==> src/rtl/wb_fabric_pkg.sv <==
// Shared types and default SoC address map for the N-master/M-slave Wishbone fabric.
package wb_fabric_pkg;

   typedef enum logic [1:0] {IDLE, BUSY, RESP_ERR} state_e;

   localparam int SOC_NUM_SLAVES = 5;

   // Slave 0 sits in the least-significant 32 bits.
   localparam logic [SOC_NUM_SLAVES*32-1:0] SOC_SLAVE_BASE = {
      32'h2100_0000, 32'h2000_0100, 32'h2000_0000, 32'h1000_0000, 32'h0000_0000
   };
   localparam logic [SOC_NUM_SLAVES*32-1:0] SOC_SLAVE_MASK = {
      32'hFF00_0000, 32'hFFFF_FF00, 32'hFFFF_FF00, 32'hFFFF_F000, 32'hFFFF_F000
   };

   function automatic int max_masters();
      return 4;
   endfunction

endpackage

==> src/rtl/rr_arbiter.sv <==
// Round-robin arbiter: one-hot grant, search starts at the rotating pointer.
module rr_arbiter
   import wb_fabric_pkg::*;
#(
   parameter int N = 2
) (
   input  logic         clk,
   input  logic         rst,
   input  logic [N-1:0] req,
   input  logic         advance,
   output logic [N-1:0] grant
);

   localparam int PW = $clog2(max_masters());

   logic [PW-1:0] ptr;
   int            win;

   // Walk from the farthest to the nearest candidate so the nearest requester wins.
   always_comb begin
      // NOTE: defaults first so no path leaves grant/win unassigned (avoids inferred latches).
      grant = '0;
      win   = 0;
      for (int k = N - 1; k >= 0; k--) begin
         if (req[(int'(ptr) + k) % N]) begin
            grant                        = '0;
            grant[(int'(ptr) + k) % N]   = 1'b1;
            win                          = (int'(ptr) + k) % N;
         end
      end
   end

   // The pointer moves past a master as soon as its grant is taken; no other
   // arbitration happens while that transaction is outstanding.
   always_ff @(posedge clk) begin
      if (rst) begin
         ptr <= '0;
      end else if (advance && |req) begin
         ptr <= PW'((win + 1) % N);
      end
   end

endmodule

==> src/rtl/wb_fabric_nxm.sv <==
// Shared-bus Wishbone B4 classic fabric: round-robin masters, base/mask decode, error and watchdog.
module wb_fabric_nxm
   import wb_fabric_pkg::*;
#(
   parameter int                         NUM_MASTERS = 2,
   parameter int                         NUM_SLAVES  = 5,
   parameter logic [NUM_SLAVES*32-1:0]   SLAVE_BASE  = SOC_SLAVE_BASE,
   parameter logic [NUM_SLAVES*32-1:0]   SLAVE_MASK  = SOC_SLAVE_MASK,
   parameter int                         TIMEOUT     = 255
) (
   input  logic                        wb_clk_i,
   input  logic                        wb_rst_i,
   input  logic [NUM_MASTERS*32-1:0]   m_adr_i,
   input  logic [NUM_MASTERS*32-1:0]   m_dat_i,
   input  logic [NUM_MASTERS*4-1:0]    m_sel_i,
   input  logic [NUM_MASTERS-1:0]      m_we_i,
   input  logic [NUM_MASTERS-1:0]      m_cyc_i,
   input  logic [NUM_MASTERS-1:0]      m_stb_i,
   output logic [NUM_MASTERS*32-1:0]   m_dat_o,
   output logic [NUM_MASTERS-1:0]      m_ack_o,
   output logic [NUM_MASTERS-1:0]      m_err_o,
   output logic [NUM_MASTERS-1:0]      m_rty_o,
   output logic [31:0]                 s_adr_o,
   output logic [31:0]                 s_dat_o,
   output logic [3:0]                  s_sel_o,
   output logic                        s_we_o,
   output logic [NUM_SLAVES-1:0]       s_cyc_o,
   output logic [NUM_SLAVES-1:0]       s_stb_o,
   input  logic [NUM_SLAVES*32-1:0]    s_dat_i,
   input  logic [NUM_SLAVES-1:0]       s_ack_i,
   input  logic [NUM_SLAVES-1:0]       s_err_i,
   input  logic [NUM_SLAVES-1:0]       s_rty_i,
   output logic [NUM_MASTERS-1:0]      grant_o,
   output logic                        timeout_o
);

   localparam int CW = $clog2(TIMEOUT);

   state_e                  state;
   logic [NUM_MASTERS-1:0]  req, arb_grant, owner;
   logic [NUM_SLAVES-1:0]   hit, slave_sel;
   logic [CW-1:0]           wd_cnt;
   logic                    busy;
   logic [31:0]             arb_adr, own_adr, own_dat, sl_dat;
   logic [3:0]              own_sel;
   logic                    own_we, own_cyc, own_stb;
   logic                    sl_ack, sl_err, sl_rty, term;

   assign req  = m_cyc_i & m_stb_i;
   assign busy = (state == BUSY);

   rr_arbiter #(.N(NUM_MASTERS)) u_arb (
      .clk     (wb_clk_i),
      .rst     (wb_rst_i),
      .req     (req),
      .advance (state == IDLE),
      .grant   (arb_grant)
   );

   // arb_adr feeds the decode of the master about to be granted; own_* is the registered owner.
   always_comb begin
      arb_adr = '0;
      own_adr = '0;
      own_dat = '0;
      own_sel = '0;
      own_we  = 1'b0;
      own_cyc = 1'b0;
      own_stb = 1'b0;
      for (int m = 0; m < NUM_MASTERS; m++) begin
         if (arb_grant[m]) arb_adr = m_adr_i[m*32 +: 32];
         if (owner[m]) begin
            own_adr = m_adr_i[m*32 +: 32];
            own_dat = m_dat_i[m*32 +: 32];
            own_sel = m_sel_i[m*4 +: 4];
            own_we  = m_we_i[m];
            own_cyc = m_cyc_i[m];
            own_stb = m_stb_i[m];
         end
      end
   end

   // Descending scan so the lowest matching slave index overrides any higher match.
   always_comb begin
      hit    = '0;
      sl_dat = '0;
      sl_ack = 1'b0;
      sl_err = 1'b0;
      sl_rty = 1'b0;
      for (int s = NUM_SLAVES - 1; s >= 0; s--) begin
         if ((arb_adr & SLAVE_MASK[s*32 +: 32]) == SLAVE_BASE[s*32 +: 32]) begin
            hit    = '0;
            hit[s] = 1'b1;
         end
      end
      for (int s = 0; s < NUM_SLAVES; s++) begin
         if (slave_sel[s]) begin
            sl_dat = s_dat_i[s*32 +: 32];
            sl_ack = s_ack_i[s];
            sl_err = s_err_i[s];
            sl_rty = s_rty_i[s];
         end
      end
   end

   assign term = sl_ack | sl_err | sl_rty;

   always_comb begin
      s_adr_o = busy ? own_adr : '0;
      s_dat_o = busy ? own_dat : '0;
      s_sel_o = busy ? own_sel : '0;
      s_we_o  = busy & own_we;
      s_cyc_o = (busy && own_cyc) ? slave_sel : '0;
      s_stb_o = (busy && own_cyc && own_stb) ? slave_sel : '0;
      grant_o = (state == IDLE) ? '0 : owner;
      m_dat_o = '0;
      m_ack_o = '0;
      m_err_o = '0;
      m_rty_o = '0;
      // Error beats ack, ack beats retry when a slave raises several at once.
      for (int m = 0; m < NUM_MASTERS; m++) begin
         if (owner[m]) begin
            m_dat_o[m*32 +: 32] = busy ? sl_dat : '0;
            m_err_o[m]          = (busy && sl_err) || (state == RESP_ERR);
            m_ack_o[m]          = busy && sl_ack && !sl_err;
            m_rty_o[m]          = busy && sl_rty && !sl_err && !sl_ack;
         end
      end
   end

   always_ff @(posedge wb_clk_i) begin
      if (wb_rst_i) begin
         state     <= IDLE;
         owner     <= '0;
         slave_sel <= '0;
         wd_cnt    <= '0;
         timeout_o <= 1'b0;
      end else begin
         timeout_o <= 1'b0;
         case (state)
            IDLE: begin
               if (|req) begin
                  owner     <= arb_grant;
                  slave_sel <= hit;
                  wd_cnt    <= '0;
                  state     <= (|hit) ? BUSY : RESP_ERR;
               end
            end
            BUSY: begin
               if (term || !own_cyc) begin
                  state <= IDLE;
               end else if (wd_cnt == CW'(TIMEOUT - 1)) begin
                  state     <= RESP_ERR;
                  timeout_o <= 1'b1;
               end else begin
                  wd_cnt <= wd_cnt + 1'b1;
               end
            end
            default: state <= IDLE;
         endcase
      end
   end

endmodule

==> config.mk <==
export PLATFORM = sky130hd
export DESIGN_NAME = wb_fabric_nxm
export DESIGN_NICKNAME = d
export VERILOG_FILES = /design/src/rtl/wb_fabric_pkg.sv /design/src/rtl/rr_arbiter.sv /design/src/rtl/wb_fabric_nxm.sv
export SDC_FILE = /design/constraint.sdc
export NUM_CORES = 1
export LEC_CHECK = 0
export BUFFER_PORTS_ARGS = -buffer_cell sky130_fd_sc_hd__buf_2
export CAP_MARGIN = 20
export CORE_AREA = 3 3 184 186
export CTS_CLUSTER_DIAMETER = 100
export DETAILED_ROUTE_END_ITERATION = 12
export DIE_AREA = 0 0 187 189
export GPL_TIMING_DRIVEN = 0
export HOLD_SLACK_MARGIN = 0.02
export PLACE_DENSITY_LB_ADDON = 0.3
export SETUP_SLACK_MARGIN = 0.05
export SYNTH_ARGS = -nofsm -noshare
export SYNTH_HDL_FRONTEND = slang
export SYNTH_SLANG_ARGS = --single-unit
==> constraint.sdc <==
create_clock -name wb_clk_i -period 3.21 [get_ports wb_clk_i]
set_input_delay 0.1605 -clock wb_clk_i [delete_from_list [all_inputs] [get_ports wb_clk_i]]
set_output_delay 0.1605 -clock wb_clk_i [all_outputs]
set_load 0.01 [all_outputs]
==> impl_results.md <==
- Outcome: finished, final reports clean
- Fin Clk Skew: 1.741 ps
- Critical Path AT: 2790 ps
- Routed len/inst: 21.69 um
- CTS Buf Count: 3
- Die X-Extent: 187 um
- CP max FO: 10
- Final min period: 2947 ps
- VDD IR-drop max: 0.0001567 V
- Vias in the first global route: 7110
- CTS root buf: clkbuf_16
- Reg2reg setup slack: 420 ps
- Clk buf depth: 2
- Synth async-reset ratio: 0
- Worst R2R End: wd_cnt[6]
- Critical path class: flip-flop to output pin
- I/O pin cnt: 471
- Register area: 380.4 um^2
- Synth top area cells: a22oi_1, nor3b_1, dfxtp_1
- Synth area leader: a22oi_1
- Synth Area in XOR/XNOR: 0.006641
- Synth Area in Simple Gates: 0.4317
- Max-slew violation count: 0
- Post-synthesis mux area share: 0
- Placed Instances: 1523
- Hold depth: 2
- Net Count, Synth: 932
- Worst path max stage delay: 490 ps
- Post-layout util: 0.2144
- Synth Area in Compound Gates: 0.3824
- PD cells: 165.8 mW/mm^2
- Placed inst area: 0.006862 mm^2
- Hold Path Class: input pin to flip-flop
- Post-route cell area: 0.006958 mm^2
- Later-pin clock latency in the skew report: 250 ps
- GP Congestion: 0.9407
- Max-Cap Viols: 0
- Yosys cell types: 46
- Worst-Margin Slew: 960.5 ps
- Initial antenna violation count: 5
- Slowest CP cell: clkbuf_1
- Area occupied by multi-input gates: 0.003277 mm^2
- Syn Std Cell Area: 0.003956 mm^2
- GRT Util Overall: 0.1731
- Ys flop type: dfxtp_1
- Worst path top cell family by delay: buffers and inverters
- Vias per cell: 4.618
- Largest family of logic cells by synthesized area: simple AND/OR/NAND/NOR gates
- Clk sink count: 19
- Post-synthesis sequential area ratio: 0.09614
- Core Box Area: 0.03245 mm^2
- WL final: 33.19 mm
- Total negative slack: 0 ps
- Die extent in y: 189 um
- Post-CTS Setup Repair Bufs: 0
- Clock-pin slew on the worst setup and hold paths: 60 ps
- FF-to-FF path depth: 8
- Endpoints failing hold: 0
- Reg-to-reg startpoint: owner[1]
- Mean Syn Cell Area: 6.475 um^2
- Synth Instances: 611
- Die area: 0.03534 mm^2
- CP endpoint kind: output pin
- Yosys top cell area share: 0.1404
- Most frequent CP cell: clkbuf_1
- Hpwl dp: 28.38 mm
- Initial core utilization: 0.1219
- Via count: 7066
- Critical path startpoint category: flip-flop
- Largest net degree at the start of global routing: 11
- Layout cells sized above 1: 0.4535
- DR iter-0 viols: 360
- HP Start: wb_rst_i
- IO Port Bufs: 470
- Post-Synth Adder-Cell Area: 0.006325
- Htree depth: 1
- First-pass GRT wire length: 46.62 mm
- CP cell instances: buf_6 > clkbuf_1 > clkbuf_1 > a221oi_1 > nor3_1 > a211oi_1 > nor3b_1 > buf_2
- # hold bufs at CTS: 0
- Final #Nets: 1407
- Placement Rows: 66
- Final setup vio count: 0
- Synthesis-to-finish area growth: 75.87%
- CTS tree: done
- Residual DRC: 0
- Final Non-Filler Cells: 1530
- Worst path buffer plus inverter count: 4
- Number of fill cells: 3753
- Register bit total from synthesis: 19
- DRT Pass-1 Iters: 5
- YS warnings: 0
- Number of flops mapped to enable cells by yosys: 0
- Max Clk Rate: 0.3393 GHz
- Final ANT Viol Nets: 0
- Hold endpoint: state[1]
- Grt total ovfl: 0
- Relative slew slack: 0.3529
- Leakage Power: 3.123 nW
- Final period util: 0.9181
- RSZ-0062 raised after global routing: no
- Critical path data required time: 3050 ps
## cells by family (layout without fill, tap and decap cells)
logic type                 Yosys count  count (layout)
and+or+nand+nor                    304             304
DFF                                 19              19
other                                0               3
buffers and inverters               73             547
AOI/OAI and AO/OA                  210             210
adders and majority gates            2               2
xor gates and xnor gates             3               3
## through the flow
step | setup WS [ps] | hold WS [ps] | power (mW)
after floorplan | 1155 | 239.2 | 0.5267
after global placement | 27.54 | 380.6 | 0.8920
after detailed placement | 17.95 | 384.7 | 0.8954
after CTS | 212.7 | 120.0 | 1.163
after global routing | 80.91 | 137.6 | 1.228
final | 262.8 | 116.7 | 1.154
## worst max-delay path by stage
stage	cells after the start	to	slack (ps)	startpoint
6_report	8	m_dat_o[16]	260	slave_sel[2]
3_3_place_gp	8	m_dat_o[60]	30	slave_sel[0]
3_5_place_dp	8	m_dat_o[60]	20	slave_sel[0]
4_1_cts	8	m_dat_o[60]	210	slave_sel[2]
5_1_grt	8	m_dat_o[16]	80	slave_sel[2]
2_1_floorplan	8	wd_cnt[6]	1160	slave_sel[3]
## where the power goes
group          internal, mW  switching [mW]
Clock                 0.169          0.0945
Combinational         0.278           0.363
Sequential            0.242         0.00643
## worst register-to-register path: cells and delay by family, from the launching register on
| kind | cells | cell delay, ps |
|---|---|---|
| buf+inv | 2 | 490 |
| simple gates | 3 | 830 |
| flops | 1 | 320 |
| compound gates | 3 | 1080 |
## layer usage
metal  routed length [um]  track usage  vias up
li1                     -            -     3286
met5                   13            0        -
met1                13240       0.2100     3297
met3                 2363      0.02277       42
met4                  744      0.03955        2
met2                16830       0.3239      439
## Yosys cell counts (2+ instances only)
cell type  number
a211oi_1       32
buf_1          11
xnor2_1         3
a221oi_1       34
a211o_1         3
a21oi_1        11
nand2b_1        4
dfxtp_1        19
nand3_1         2
nand4_1         6
nand2_1        17
o21ai_0        39
nor3_1         41
a22oi_1        74
nor3b_1        66
inv_1           3
nor2_1         82
or2_2           2
and3b_1         2
clkbuf_1       50
buf_2           6
a211oi_2        2
o22ai_1         3
and2_1         21
buf_6           3
or3_1           6
ha_1            2
nor2b_1        38
nor4b_1         2
a32oi_1         2
nor4_1          6
o21ai_1         2
nand3b_1        4
## cells in the final DEF (no fill, tap or decap), types with 3 or more instances in the layout
cell / n
a22oi_1: 74
a21oi_1: 11
nor3b_1: 66
clkbuf_1: 47
clkbuf_2: 4
buf_6: 3
inv_1: 3
diode_2: 3
nand4_1: 6
nor4_1: 6
o21ai_0: 39
or3_1: 6
a211o_1: 3
nor3_1: 40
a211oi_1: 32
buf_2: 476
nand3b_1: 4
a221oi_1: 34
nor2_1: 82
nand2b_1: 4
clkbuf_16: 3
nor2b_1: 38
buf_1: 11
dfxtp_1: 19
and2_1: 21
nand2_1: 17
o22ai_1: 3
xnor2_1: 3
## registers in the layout (all words and copies together) (netlist names)
name	count
u_arb.ptr	1
timeout_o	1
state	2
slave_sel	5
wd_cnt	8
owner	2
## final cells by class
class / instances / share of cell area
repair buffers: 470 / 0.3381
flip-flops and latches: 19 / 0.05467
diodes: 3 / 0.001079
clock buffers: 4 / 0.01133
multi-input cells: 519 / 0.4710
plain buffers: 70 / 0.04280
inverters: 3 / 0.001618
well taps: 442 / 0.07948
## repair_timing
item,CTS,global route
pin swaps,0,0
resized for setup,4,2
cloned,0,0
endpoints found under the setup margin,2,1
(Power assumes the default switching activity.)
